`src/rtl/mm_ascii_frame_tx.sv`:
```
// Streams a latched N-digit BCD value as a fixed-length ASCII frame: sign, digits, optional '.', CR.
// Define MM_ASCII_LF_EN to append an LF byte after CR.
module mm_ascii_frame_tx #(
    parameter int N_DIGITS = 4,
    parameter int DP_POS   = 3,
    parameter int LZ_BLANK = 1
) (
    input  logic                  clk,
    input  logic                  rst_n,
    input  logic                  start_i,
    input  logic [4*N_DIGITS-1:0] bcd_i,
    input  logic                  neg_i,
    output logic                  busy_o,
    output logic [7:0]            tx_data_o,
    output logic                  tx_valid_o,
    input  logic                  tx_ready_i,
    output logic                  done_o
);

    localparam int W  = 4 * N_DIGITS;
    localparam int IW = $clog2(N_DIGITS + 1);
    localparam logic [IW-1:0] LAST_IDX = IW'(N_DIGITS - 1);
    localparam logic [IW-1:0] DP_IDX   = IW'(N_DIGITS - DP_POS - 1);

    typedef enum logic [2:0] {
        S_IDLE,
        S_SIGN,
        S_DIGIT,
        S_DP,
        S_CR
`ifdef MM_ASCII_LF_EN
        , S_LF
`endif
    } state_t;

    state_t        state, state_nx;
    logic [W-1:0]  bcd_q;
    logic          neg_q;
    logic [IW-1:0] idx;
    logic          lead;
    logic [3:0]    nib;
    logic          xfer;
    logic          accept;
    logic          blank;
    logic          last_byte;

    // bcd_q shifts left per digit, so the digit being sent is always the top nibble
    assign nib    = bcd_q[W-1 -: 4];
    assign xfer   = tx_valid_o & tx_ready_i;
    assign accept = start_i & (state == S_IDLE);
    // only digits strictly left of the DP-adjacent (or LS) digit may be blanked
    assign blank  = (LZ_BLANK != 0) && lead && (nib == 4'h0) && (idx < DP_IDX);

`ifdef MM_ASCII_LF_EN
    assign last_byte = (state == S_LF);
`else
    assign last_byte = (state == S_CR);
`endif

    assign busy_o     = (state != S_IDLE);
    assign tx_valid_o = (state != S_IDLE);

    always_ff @(posedge clk or negedge rst_n) begin
        if (!rst_n) state <= S_IDLE;
        else        state <= state_nx;
    end

    always_comb begin
        state_nx  = state;
        tx_data_o = '0;
        case (state)
            S_IDLE: begin
                if (start_i) state_nx = S_SIGN;
            end
            S_SIGN: begin
                tx_data_o = neg_q ? 8'h2D : 8'h2B;
                if (xfer) state_nx = S_DIGIT;
            end
            S_DIGIT: begin
                if (blank)            tx_data_o = 8'h20;
                else if (nib <= 4'd9) tx_data_o = {4'h3, nib};
                else                  tx_data_o = 8'h3F;
                if (xfer) begin
                    if (idx == LAST_IDX)                    state_nx = S_CR;
                    else if (DP_POS != 0 && idx == DP_IDX)  state_nx = S_DP;
                end
            end
            S_DP: begin
                tx_data_o = 8'h2E;
                if (xfer) state_nx = S_DIGIT;
            end
            S_CR: begin
                tx_data_o = 8'h0D;
`ifdef MM_ASCII_LF_EN
                if (xfer) state_nx = S_LF;
`else
                if (xfer) state_nx = S_IDLE;
`endif
            end
`ifdef MM_ASCII_LF_EN
            S_LF: begin
                tx_data_o = 8'h0A;
                if (xfer) state_nx = S_IDLE;
            end
`endif
            default: state_nx = S_IDLE;
        endcase
    end

    always_ff @(posedge clk or negedge rst_n) begin
        if (!rst_n) begin
            bcd_q  <= '0;
            neg_q  <= 1'b0;
            idx    <= '0;
            lead   <= 1'b0;
            done_o <= 1'b0;
        end else begin
            done_o <= xfer & last_byte;
            if (accept) begin
                bcd_q <= bcd_i;
                neg_q <= neg_i;
                idx   <= '0;
                lead  <= 1'b1;
            end else if (state == S_DIGIT && xfer) begin
                bcd_q <= bcd_q << 4;
                lead  <= blank;
                if (idx != LAST_IDX) idx <= idx + 1'b1;
            end
        end
    end

endmodule

```
`config.mk`:
```
export PLATFORM = sky130hd
export DESIGN_NAME = mm_ascii_frame_tx
export DESIGN_NICKNAME = d
export VERILOG_FILES = /design/src/rtl/mm_ascii_frame_tx.sv
export SDC_FILE = /design/constraint.sdc
export NUM_CORES = 1
export LEC_CHECK = 0
export CAP_MARGIN = 0
export CORE_MARGIN = 5
export CORE_UTILIZATION = 49
export CTS_CLUSTER_SIZE = 30
export DETAILED_ROUTE_END_ITERATION = 12
export PLACE_DENSITY_LB_ADDON = 0.05
export SYNTH_ARGS = -nofsm -noshare
export SYNTH_HDL_FRONTEND = slang
export SYNTH_SLANG_ARGS = --single-unit
```
`constraint.sdc`:
```
create_clock -name clk -period 2.3 [get_ports clk]
set_input_delay 0.69 -clock clk [delete_from_list [all_inputs] [get_ports clk]]
set_output_delay 0.69 -clock clk [all_outputs]
set_load 0.1 [all_outputs]
```
==> results of run 1 <==
## per-layer routing
metal  GRT usage [%]  routed length (um)
met5               0                   0
met3            3.42                 126
met4            4.07                  14
met2            25.0                1440
met1            19.6                1310
## worst max-delay path, stage by stage, from the launching register on
cell	delay, ns
dfrtp_2	0.48
buf_4	0.19
or3_4	0.37
buf_12	0.18
## final timing paths
path	endpoint	slack (ns)	cells after the start
max reg2reg	bcd_q[9]	0.37	5
min reg2reg	bcd_q[9]	0.51	1
min in group asynchronous	state[1]	0.72	2
max in group asynchronous	state[0]	1.32	2
max	tx_valid_o	0.08	3
min	bcd_q[9]	0.51	1
## flip-flops by register name (all words and copies together), names as in the netlist
name and cells:
done_o 1, state 3, neg_q 1, idx 3, bcd_q 16
## logic make-up (layout without fill, tap and decap cells)
group,Yosys count,count (layout),synth area share [%]
AO/OA/AOI/OAI,25,25,11.2
buffers and inverters,16,54,6.58
multiplexers,25,25,21.1
flip-flops,24,24,45.2
AND/OR/NAND/NOR,31,31,12.9
other,1,2,0.282
adder cells (fa/ha/maj),3,3,2.82
## placed cells by master (no fill, tap or decap), types with 2 or more instances in the layout
master / instances
nor2_2: 3
inv_1: 5
or3_1: 2
buf_4: 15
a22oi_1: 2
clkdlybuf4s50_1: 20
mux2_2: 17
nor2_1: 2
conb_1: 2
dfrtp_2: 3
nand2_1: 13
a21oi_1: 7
mux2_1: 7
buf_12: 9
dfrtp_1: 21
clkbuf_4: 3
o21ai_0: 8
ha_1: 3
## stage by stage
stage / setup slack [ns] / util [%] / total power, W
finish: 0.0780 / 74.1 / 0.00262
global route: 0.0145 / 74.1 / 0.00277
floorplan: -0.0540 / - / 0.00181
CTS: 0.0165 / 72.7 / 0.00259
global placement: -0.0642 / 71.0 / 0.00231
detailed placement: -0.109 / 71.0 / 0.00236
## cell type report
cell class,instances,area (um2)
Multi-Input combinational cell,86,691
Sequential cell,24,604
Timing Repair Buffer,45,498
Inverter,5,18.8
Clock buffer,4,36.3
Fill cell,202,659
Tap cell,30,37.5
## timing repair
action | CTS | global route
gates cloned | 0 | 0
gates resized for setup | 3 | 1
setup buffers | 0 | 5
setup endpoints to repair | 5 | 5
## report_power, final
part	total, W	internal (W)	switching, W
Combinational	0.00172	0.000715	0.00101
Clock	0.000222	0.0000967	0.000125
Sequential	0.000670	0.000560	0.000110
Total	0.00262	0.00137	0.00124
==> metrics.md, run 1 <==
| Metric | Value |
|---|---|
| Status | `complete, no violations` |
| Skew final | `0.00682 ns` |
| Leading area contributor after synthesis | `dfrtp_1` |
| Synth async-reset ratio | `100%` |
| Post-route ant nets | `0` |
| Total CTS buffers | `3` |
| Die W | `62.1 um` |
| Min cycle time layout | `2.22 ns` |
| Hold-fix buffers, CTS | `0` |
| Via count of the first global-routing pass | `1,064` |
| Crit. End Element | `output pin` |
| Final Wtd Congestion | `0.760` |
| ANT cells | `0` |
| HP Start | `bcd_q[9]` |
| Total GRT Usage | `15.1%` |
| Hold WS | `0.508 ns` |
| Setup violations, final | `0` |
| Sequential fraction of the synthesis area | `45.2%` |
| Final Max Tran Viols | `0` |
| Clk_lat worst skew | `0.31 ns` |
| Critical R2R Launch | `state[1]` |
| Layout area overhead | `41.8%` |
| Nets | `189` |
| First-pass GRT wire length | `4900 um` |
| Clock root cell | `clkbuf_4` |
| DP Cell Count | `185` |
| CTS H-tree depth | `1` |
| Commonest cells post-synth | `dfrtp_1 (24), mux2_2 (17), nand2_1 (13)` |
| Post-synth cell types | `33` |
| Mean Syn Cell Area | `10.6 um2` |
| Initial antenna violation count | `0` |
| Vias per Instance | `5.27` |
| Ys flop type | `dfrtp_1` |
| IO Port Bufs | `29` |
| RSZ-0062 raised after global routing | `no` |
| Share of cells above drive strength 1 | `36.6%` |
| Total of max-cap violations | `0` |
| First-pass DRT Iterations | `5` |
| Initial Utilization | `52.3%` |
| CTS max path bufs | `2` |
| FP Rows | `18` |
| Fin cells | `194` |
| PwrDens | `1390 nW/um2` |
| Fin Setup TNS | `0 ns` |
| Drt initial violations | `49` |
| Clk sinks | `24` |
| Routed WL per cell | `14.9 um` |
| YS warnings | `0` |
| Placed inst area | `1810 um2` |
| DP Wirelength | `2150 um` |
| Top-area cell type share of the netlist area | `45.2%` |
| Final Hold Vio Count | `0` |
| Detailed Route WL | `2890 um` |
| Crit Path Max Fanout | `8` |
| Hold Path Class | `reg -> reg` |
| Req. time, crit path | `1.61 ns` |
| CTS clock-pin slew for the worst setup and hold paths | `0.13 ns` |
| Count leader, synth | `dfrtp_1` |
| Fin crit share | `96.6%` |
| Synth Instances | `125` |
| Top cells by area, synth | `dfrtp_1 (45%), mux2_2 (14%), mux2_1 (5.9%), o21ai_0 (3.8%), nand2_1 (3.7%)` |
| Final Cell Area | `1890 um2` |
| Die area | `3860 um2` |
| Ports | `32` |
| Post-synth EDFFs | `0` |
| CTS tree | `done` |
| Maximum vdd drop | `2090 uV` |
| Leak | `0.873 nW` |
| Global route overflow | `0` |
| Setup crit start kind | `register` |
| Mapped Area | `1330 um2` |
| DRC | `0` |
| Die Ht | `62.1 um` |
| WS Path Type | `reg -> out` |
| Crit path launch | `state[0]` |
| Flops & latches, synth | `24` |
| Largest net degree at the start of global routing | `25` |
| Via count | `1,022` |
| Core area | `2540 um2` |
| WP data arrival | `1.53 ns` |
| Max Fclk | `450 MHz` |
(Power assumes the default switching activity.)
==> run 2, diff against run 1 <==
--- a/config.mk
+++ b/config.mk
@@ -10,7 +10,7 @@
 export CORE_UTILIZATION = 49
 export CTS_CLUSTER_SIZE = 30
 export DETAILED_ROUTE_END_ITERATION = 12
-export PLACE_DENSITY_LB_ADDON = 0.05
+export PLACE_DENSITY = 0.79
 export SYNTH_ARGS = -nofsm -noshare
 export SYNTH_HDL_FRONTEND = slang
 export SYNTH_SLANG_ARGS = --single-unit
==> run 2 against run 1 <==
Effect of this change:
- sequential cell count stayed put
- clock-buffer cell count is 1 lower
- clock skew is 0.0046 ns lower
- global-route usage grew 0.87 points
- largest cell class unchanged
==> metrics.md, run 2 (synthesized netlist as in run 1, its figures left out) <==
| Metric | Value |
|---|---|
| Status | `complete, no violations (unchanged)` |
| Maximum vdd drop | `1370 uV (was 2090 uV)` |
| Max reg flops | `16 (unchanged)` |
| Layout area overhead | `41.2% (was 41.8%)` |
| Met2 Usage GRT | `28.9% (was 25.0%)` |
| Total CTS buffers | `3 (unchanged)` |
| CTS max path bufs | `2 (unchanged)` |
| FP Rows | `18 (unchanged)` |
| Hold Path End | `bcd_q[5] (was bcd_q[9])` |
| Core area | `2540 um2 (unchanged)` |
| Total of max-cap violations | `0 (unchanged)` |
| Fin crit share | `96.9% (was 96.6%)` |
| Routed WL per cell | `15.8 um (was 14.9 um)` |
| Final Wtd Congestion | `0.784 (was 0.760)` |
| Routing usage on met3 | `3.96% (was 3.42%)` |
| Largest net degree at the start of global routing | `25 (unchanged)` |
| Max Fclk | `449 MHz (was 450 MHz)` |
| Final Max Tran Viols | `0 (unchanged)` |
| Setup violations, final | `0 (unchanged)` |
| CTS H-tree depth | `1 (unchanged)` |
| Critical R2R Launch | `state[0] (was state[1])` |
| Worst path cell trace | `buf_4 > or3_4 > buf_12 (unchanged)` |
| ANT cells | `0 (unchanged)` |
| PwrDens | `1390 nW/um2 (about the same)` |
| Setup WS pre-CTS | `-0.0651 ns (was -0.109 ns)` |
| WS Path Type | `reg -> out (unchanged)` |
| HP Start | `bcd_q[5] (was bcd_q[9])` |
| Share of cells above drive strength 1 | `37.4% (was 36.6%)` |
| Ports | `32 (unchanged)` |
| Tot Pwr | `0.00262 W (about the same)` |
| Die W | `62.1 um (unchanged)` |
| Fin Setup TNS | `0 ns (unchanged)` |
| Crit. End Element | `output pin (unchanged)` |
| CP delay by family, top | `flip-flops (unchanged)` |
| Detailed Route WL | `3060 um (was 2890 um)` |
| Biggest regs | `bcd_q (16), idx (3), state (3) (unchanged)` |
| CTS tree | `done (unchanged)` |
| Setup crit start kind | `register (unchanged)` |
| IO Port Bufs | `29 (unchanged)` |
| Clk sinks | `24 (unchanged)` |
| Setup ws final | `0.0712 ns (was 0.0780 ns)` |
| Min cycle time layout | `2.23 ns (was 2.22 ns)` |
| Worst Path Buf+Inv | `2 (unchanged)` |
| Slowest CP cell | `dfrtp_2 (unchanged)` |
| Clk_lat worst skew | `0.30 ns (was 0.31 ns)` |
| Utilization after layout | `73.8% (was 74.1%)` |
| Filler cells | `171 (was 202)` |
| Cells on worst reg2reg path | `6 (was 5)` |
| DRC | `0 (unchanged)` |
| Global route overflow | `0 (unchanged)` |
| RR Endpoint | `bcd_q[9] (unchanged)` |
| Via count | `1,028 (was 1,022)` |
| Die Ht | `62.1 um (unchanged)` |
| First-pass GRT wire length | `5080 um (was 4900 um)` |
| WP data arrival | `1.54 ns (was 1.53 ns)` |
| Drt initial violations | `35 (was 49)` |
| Most frequent cells in the layout | `dfrtp_1 (20), clkdlybuf4s50_1 (20), mux2_2 (17) (was dfrtp_1 (21), clkdlybuf4s50_1 (20), mux2_2 (17))` |
| Leak | `0.863 nW (was 0.873 nW)` |
| DP Wirelength | `2370 um (was 2150 um)` |
| Skew final | `0.00220 ns (was 0.00682 ns)` |
| Hold Path Class | `reg -> reg (unchanged)` |
| Initial Utilization | `52.3% (unchanged)` |
| CTS clock-pin slew for the worst setup and hold paths | `0.12 ns (was 0.13 ns)` |
| First-pass DRT Iterations | `4 (was 5)` |
| Via count of the first global-routing pass | `1,067 (was 1,064)` |
| Post-route ant nets | `0 (unchanged)` |
| Largest stage delay, worst path | `0.50 ns (was 0.48 ns)` |
| RSZ-0062 raised after global routing | `no (unchanged)` |
| Reg-to-reg slack, setup | `0.29 ns (was 0.37 ns)` |
| Crit Path Max Fanout | `9 (was 8)` |
| Worst hold path cell count | `1 (unchanged)` |
| Clock root cell | `clkbuf_4 (unchanged)` |
| Vias per Instance | `5.33 (was 5.27)` |
| Biggest register | `bcd_q (unchanged)` |
| Nets | `189 (unchanged)` |
| Req. time, crit path | `1.61 ns (about the same)` |
| Met1 usage | `19.2% (was 19.6%)` |
| Hold-fix buffers, CTS | `0 (unchanged)` |
| Top Usage Layer GRT | `met2 (unchanged)` |
| Die area | `3860 um2 (unchanged)` |
| Initial antenna violation count | `0 (unchanged)` |
| Total GRT Usage | `15.9% (was 15.1%)` |
| Final Hold Vio Count | `0 (unchanged)` |
[run 2: worst max path at each step]
stage / startpoint / to / slack [ns] / cells after the start
detailed placement: start_i / bcd_q[9] / -0.07 / 5
global placement: start_i / bcd_q[9] / -0.04 / 5
CTS: state[0] / tx_data_o[2] / 0.02 / 4
finish: state[1] / tx_valid_o / 0.07 / 3
global route: state[1] / tx_data_o[0] / 0.02 / 4
floorplan: state[2] / tx_data_o[0] / -0.05 / 2
[run 2: area by class of cell]
class                      count  area (um2)  area share, %
multi-input combinational     86         696           37.0
sequential                    24         606           32.2
timing repair buffer          45         498           26.5
tap                           30        37.5           2.00
clock buffer                   3        22.5           1.20
inverter                       5        18.8          0.999
[run 2: power by group]
group | switching, W | internal (W)
sequential | 0.000130 | 0.000562
combinational | 0.00102 | 0.000728
clock | 0.000115 | 0.0000612
[run 2: worst reg2reg max path, stage by stage (launching register included)]
cell	delay, ns
dfrtp_2	0.49
buf_2	0.19
buf_4	0.15
nor4b_4	0.26
buf_12	0.19
mux2_1	0.33
mux2_1	0.30
[run 2: what timing repair did]
item / 4_1_cts / 5_1_grt
resized for setup: 3 / 3
setup endpoints to repair: 6 / 5
gates cloned: 0 / 0
setup buffers: 0 / 6
[run 2: per-layer routing]
layer	wire, um	share of wire (%)	vias up
li1	-	-	508
met1	1300	43	503
met2	1650	54	15
met3	90	2.9	2
met4	7	0.23	0
met5	0	0	-
[run 2: through the flow]
stage          instances  instance area (um2)  hold WS [ns]
2_1_floorplan        126                 1380         0.394
3_3_place_gp         184                 1800         0.484
3_5_place_dp         184                 1800         0.490
4_1_cts              187                 1830         0.518
5_1_grt              193                 1880         0.537
6_report             193                 1880         0.514
==> RTL change 1, RTL diff (config.mk and constraints of run 1) <==
Make the reset (`rst_n`) synchronous in 2 clocked blocks.
--- a/src/rtl/mm_ascii_frame_tx.sv
+++ b/src/rtl/mm_ascii_frame_tx.sv
@@ -61,5 +61,5 @@
     assign tx_valid_o = (state != S_IDLE);
 
-    always_ff @(posedge clk or negedge rst_n) begin
+    always_ff @(posedge clk) begin
         if (!rst_n) state <= S_IDLE;
         else        state <= state_nx;
@@ -108,5 +108,5 @@
     end
 
-    always_ff @(posedge clk or negedge rst_n) begin
+    always_ff @(posedge clk) begin
         if (!rst_n) begin
             bcd_q  <= '0;
Formal check against the unedited RTL: differs if rst_n is asserted again (counterexample within 4 cycles, from zero or initial values and one cycle with rst_n low); with rst_n held inactive, the same outputs for 10 cycles.
==> RTL change 1 against run 1 <==
Total power is 22% lower; routed wire length is 2.3% lower; critical endpoint is now tx_data_o[2]; sequential cell count stayed put; area after synthesis is 8.1% lower; cell area is 8.2% lower; fmax is 1.0% higher; via count is 16% higher; worst setup slack better by 0.022 ns; highest routed layer unchanged.
==> RTL change 1: results (changes against run 1) <==
stage,metric,value,unit,change
power,flop_pwr_share,0.285,,was 0.256
worst_setup_path,cp_slowest_cell,or3b_4,,was dfrtp_2
power,ir_drop,1.23,mV,was 2.09 mV
worst_setup_path,cp_top_family,simple AND/OR/NAND/NOR gates,,was flip-flops
worst_setup_path,critical_path.reg2reg.endpoint,bcd_q[9],,unchanged
cells_and_area,finish.net_count,211,,was 189
logic_synthesis,synth_common_cells,"nand2_1, dfxtp_1, nor2_1, a311oi_1, a21oi_1",,"was dfrtp_1, mux2_2, nand2_1, o21ai_0"
min_path,whs_endpoint,bcd_q[10],,was bcd_q[9]
power,power.share.switching,0.458,,was 0.476
worst_setup_path,regToRegStartpoint,state[0],,was state[1]
logic_synthesis,synth_cell_type_count,37,,was 33
cells_and_area,post_route_cells_drive_above_1_share,0.188,,was 0.366
min_path,hold_path_depth,2,,was 1
power,internal_power_summed_over_all_cells,1.10,mW,was 1.37 mW
worst_setup_path,cp.arrival,1.51,ns,was 1.53 ns
logic_synthesis,netlist_top_cells_area,"dfxtp_1, nand2_1, a311oi_1",,"was dfrtp_1, mux2_2, mux2_1"
global_routing,global_route_wire_length_before_repair,4540,µm,was 4900 µm
power,power.leakage,0.667,nW,was 0.873 nW
global_routing,grt_use_total,0.162,,was 0.151
drt,routed_wirelength,2830,µm,was 2890 µm
drt,detail_route.first_pass.iterations,4,,was 5
outcome,status,"finished, final reports clean",,unchanged
logic_synthesis,synth_async_sr_flop_share,0,,was 1.00
worst_setup_path,worstPathMaxFanout,18,,was 8
worst_setup_path,r2r_setup_slk,0.64,ns,was 0.37 ns
drt,drc_violation_total_after_the_first_tritonroute_iteration,30,,was 49
min_path,holdCritStartpoint,bcd_q[10],,was bcd_q[9]
sta,timing.hold.ws,0.482,ns,was 0.508 ns
power,comb_power_share,0.563,,was 0.659
place,placement.cell_area,0.00168,mm²,was 0.00181 mm²
place,last_weighted_congestion_value_of_the_routability_driven_placer,0.756,,was 0.760
place,hpwlAfterDp,2120,µm,was 2150 µm
cells_and_area,number_of_filler_cells_placed_in_the_layout,197,,was 202
logic_synthesis,ys_seq_area_frac,0.393,,was 0.452
global_routing,number_of_global_route_vias_before_repair,1067,,was 1064
drt,vias_per_cell,5.47,,was 5.27
RTL change 1: final cells by class:
| class | instances | area, µm² | share of cell area |
|---|---|---|---|
| multi-input cells | 114 | 703 | 0.406 |
| flip-flops and latches | 24 | 484 | 0.280 |
| repair buffers | 37 | 428 | 0.247 |
| well taps | 30 | 37.5 | 0.0217 |
| clock inverters | 1 | 30.0 | 0.0173 |
| inverters | 7 | 26.3 | 0.0152 |
| clock buffers | 3 | 22.5 | 0.0130 |
RTL change 1: stage by stage:
| stage | cells | setup slack [ns] |
|---|---|---|
| final | 216 | 0.0999 |
| after global routing | 216 | 0.0381 |
| after CTS | 216 | 0.0126 |
| after detailed placement | 212 | 0.0436 |
| after global placement | 212 | 0.0316 |
| after floorplan | 156 | -0.445 |
RTL change 1: kinds of logic after synthesis:
kind of cell / share of synthesized area
mux: 0.00819
buf+inv: 0.0757
simple gates: 0.262
xor+xnor: 0.00717
flops: 0.393
other cells: 0.00307
compound gates: 0.220
fa+ha+maj: 0.0307
RTL change 1: layer usage:
metal	GRT usage	wire, µm	vias to the layer above
li1	-	-	600
met5	0	0	-
met3	0.0367	175	4
met2	0.272	1290	31
met1	0.214	1330	546
met4	0.0285	32	0
RTL change 1: worst max-delay path by stage:
stage	depth (start not counted)	to	slack, ns
floorplan	3	tx_data_o[0]	-0.45
global placement	6	bcd_q[1]	0.03
detailed placement	6	bcd_q[3]	0.04
CTS	3	tx_data_o[2]	0.01
global route	4	tx_data_o[0]	0.04
finish	3	tx_data_o[2]	0.1
RTL change 1: repair_timing:
item / in CTS / in global routing
gates cloned: 0 / 0
hold buffers: 0 / 0
buffers inserted: 0 / 0
resized for setup: 2 / 1
setup endpoints to repair: 2 / 3
==> RTL change 2, RTL diff (settings of run 1) <==
Without the edit above. The option `MM_ASCII_LF_EN` is turned on by a define.
--- a/src/rtl/mm_ascii_frame_tx.sv
+++ b/src/rtl/mm_ascii_frame_tx.sv
@@ -1,4 +1,6 @@
 // Streams a latched N-digit BCD value as a fixed-length ASCII frame: sign, digits, optional '.', CR.
 // Define MM_ASCII_LF_EN to append an LF byte after CR.
+`define MM_ASCII_LF_EN
+
 module mm_ascii_frame_tx #(
     parameter int N_DIGITS = 4,
Formal check against the unedited RTL: not equivalent (a bounded check fails within 10 cycles, from zero or initial values and one cycle with rst_n low).
==> RTL change 2 against run 1 <==
Highest routed layer unchanged; the run now ends with negative setup slack left; total power increased by 28%; sequential cell count did not move; area after synthesis rose by 3.3%; cell area up 4.8%; sequential power rose by 11%; routed wire length is 13% higher; first-iteration DRC count decreased by 45%; worst setup slack worse by 0.33 ns.
==> RTL change 2: results (changes against run 1) <==
stage,metric,value,unit,change
sta,setup-violations-final,5,,was 0
cells_and_area,number_of_filler_cells_placed_in_the_layout,201,,was 202
logic_synthesis,netlist_top_cells_area,"dfrtp_1, o22ai_2, ha_1",,"was dfrtp_1, mux2_2, mux2_1"
global_routing,pin_count_of_the_biggest_net_entering_global_routing,25,,unchanged
global_routing,global_route_wire_length_before_repair,5920,µm,was 4900 µm
drt,wire_length_per_cell,15.8,µm,was 14.9 µm
power,ir_drop,2.45,mV,was 2.09 mV
logic_synthesis,synth_async_sr_flop_share,1.00,,unchanged
place,numPortBuffers,29,,unchanged
power,power.leakage,0.842,nW,was 0.873 nW
cells_and_area,diodes,0,,unchanged
clock_network,clock_tree.htree_level_count,1,,unchanged
place,hpwlAfterDp,2350,µm,was 2150 µm
logic_synthesis,synth_warnings,0,,unchanged
outcome,status,"finished, violations left",,"was finished, final reports clean"
cells_and_area,top_regs,"bcd_q: 16 flops, idx: 3 flops, state: 3 flops",,unchanged
drt,vias_per_cell,5.65,,was 5.27
clock_network,cts.reportedPaths.clkPinSlew,0.13,ns,about the same
global_routing,number_of_global_route_vias_before_repair,1314,,was 1064
sta,worst_clock_skew,0.00412,ns,was 0.00682 ns
cells_and_area,finish.net_count,204,,was 189
worst_setup_path,worstPathMaxFanout,4,,was 8
min_path,hold_class,reg -> reg,,unchanged
clock_network,numCtsBuffers,3,,unchanged
sta,setup_total_negative_slack,-0.718,ns,was 0 ns
logic_synthesis,synth_cell_type_count,40,,was 33
clock_network,clk_root_buffer_cell,clkbuf_4,,unchanged
clock_network,clock_path_buffers,2,,unchanged
place,dp_worst_setup_slack,0.0156,ns,was -0.109 ns
logic_synthesis,ys_seq_area_frac,0.437,,was 0.452
sta,fin_ws,-0.251,ns,was 0.0780 ns
logic_synthesis,synth_common_cells,"dfrtp_1, nor2_1, nor3_1, nand2_1, o22ai_2",,"was dfrtp_1, mux2_2, nand2_1, o21ai_0"
cells_and_area,post_route_cells_drive_above_1_share,0.316,,was 0.366
outcome,failed_checks,negative setup slack,,
clock_network,clk-insertion-delay-late,0.32,ns,
place,last_weighted_congestion_value_of_the_routability_driven_placer,0.878,,was 0.760
drt,drc_violation_total_after_the_first_tritonroute_iteration,27,,was 49
global_routing,antenna_found_initial,0,,unchanged
global_routing,grt_use_total,0.185,,was 0.151
drt,detail_route.first_pass.iterations,4,,was 5
worst_setup_path,cp.arrival,1.86,ns,was 1.53 ns
-- RTL change 2: final timing paths --
path,start,to,slack [ns],cells after the start
max reg2reg,state[2],bcd_q[10],0.62,5
min in group asynchronous,rst_n,state[0],0.72,2
min,bcd_q[0],bcd_q[0],0.54,1
max,state[1],tx_data_o[0],-0.25,5
max in group asynchronous,rst_n,state[2],1.33,2
min reg2reg,bcd_q[0],bcd_q[0],0.54,1
-- RTL change 2: logic make-up after synthesis --
| logic type | share of synthesized area |
|---|---|
| AO/OA/AOI/OAI | 0.246 |
| adder cells (fa/ha/maj) | 0.0455 |
| AND/OR/NAND/NOR | 0.181 |
| buffers and inverters | 0.0874 |
| other | 0.00273 |
| flip-flops | 0.437 |
-- RTL change 2: critical path, stage by stage, from the launching register on --
cell and delay [ns]:
dfrtp_1 0.41, inv_2 0.09, ha_4 0.22, or4_4 0.45, o211ai_1 0.16, buf_12 0.22
-- RTL change 2: metrics by stage --
stage | instance area (µm²) | std cells | util | hold WS [ns]
floorplan | 1420 | 142 | - | 0.394
global placement | 1840 | 199 | 0.681 | 0.502
detailed placement | 1840 | 199 | 0.681 | 0.510
CTS | 1970 | 207 | 0.726 | 0.540
global route | 1980 | 208 | 0.729 | 0.566
finish | 1980 | 208 | 0.729 | 0.539
-- RTL change 2: cell type report --
class                      instances  area share
clock buffer                       3      0.0114
clock inverter                     1      0.0152
inverter                           7      0.0133
multi-input combinational         95       0.381
sequential                        24       0.305
tap                               31      0.0196
timing repair buffer              47       0.255
-- RTL change 2: what timing repair did --
action,4_1_cts,5_1_grt
gates cloned,0,0
pin swaps,7,3
setup buffers,5,1
gates resized for setup,8,1
setup endpoints to repair,5,8
-- RTL change 2: where the power goes --
group          internal (mW)  total (mW)  switching (mW)
logic                  0.947        2.30            1.35
registers              0.603       0.743           0.139
clock network          0.176       0.303           0.127
total                   1.73        3.35            1.62
-- RTL change 2: layer usage --
layer / wire, µm / vias up / track usage / share of wire
li1: - / 578 / - / -
met1: 1330 / 564 / 0.204 / 0.41
met2: 1730 / 29 / 0.341 / 0.53
met3: 173 / 4 / 0.0378 / 0.053
met4: 37 / 0 / 0.0716 / 0.011
met5: 0 / - / 0 / 0
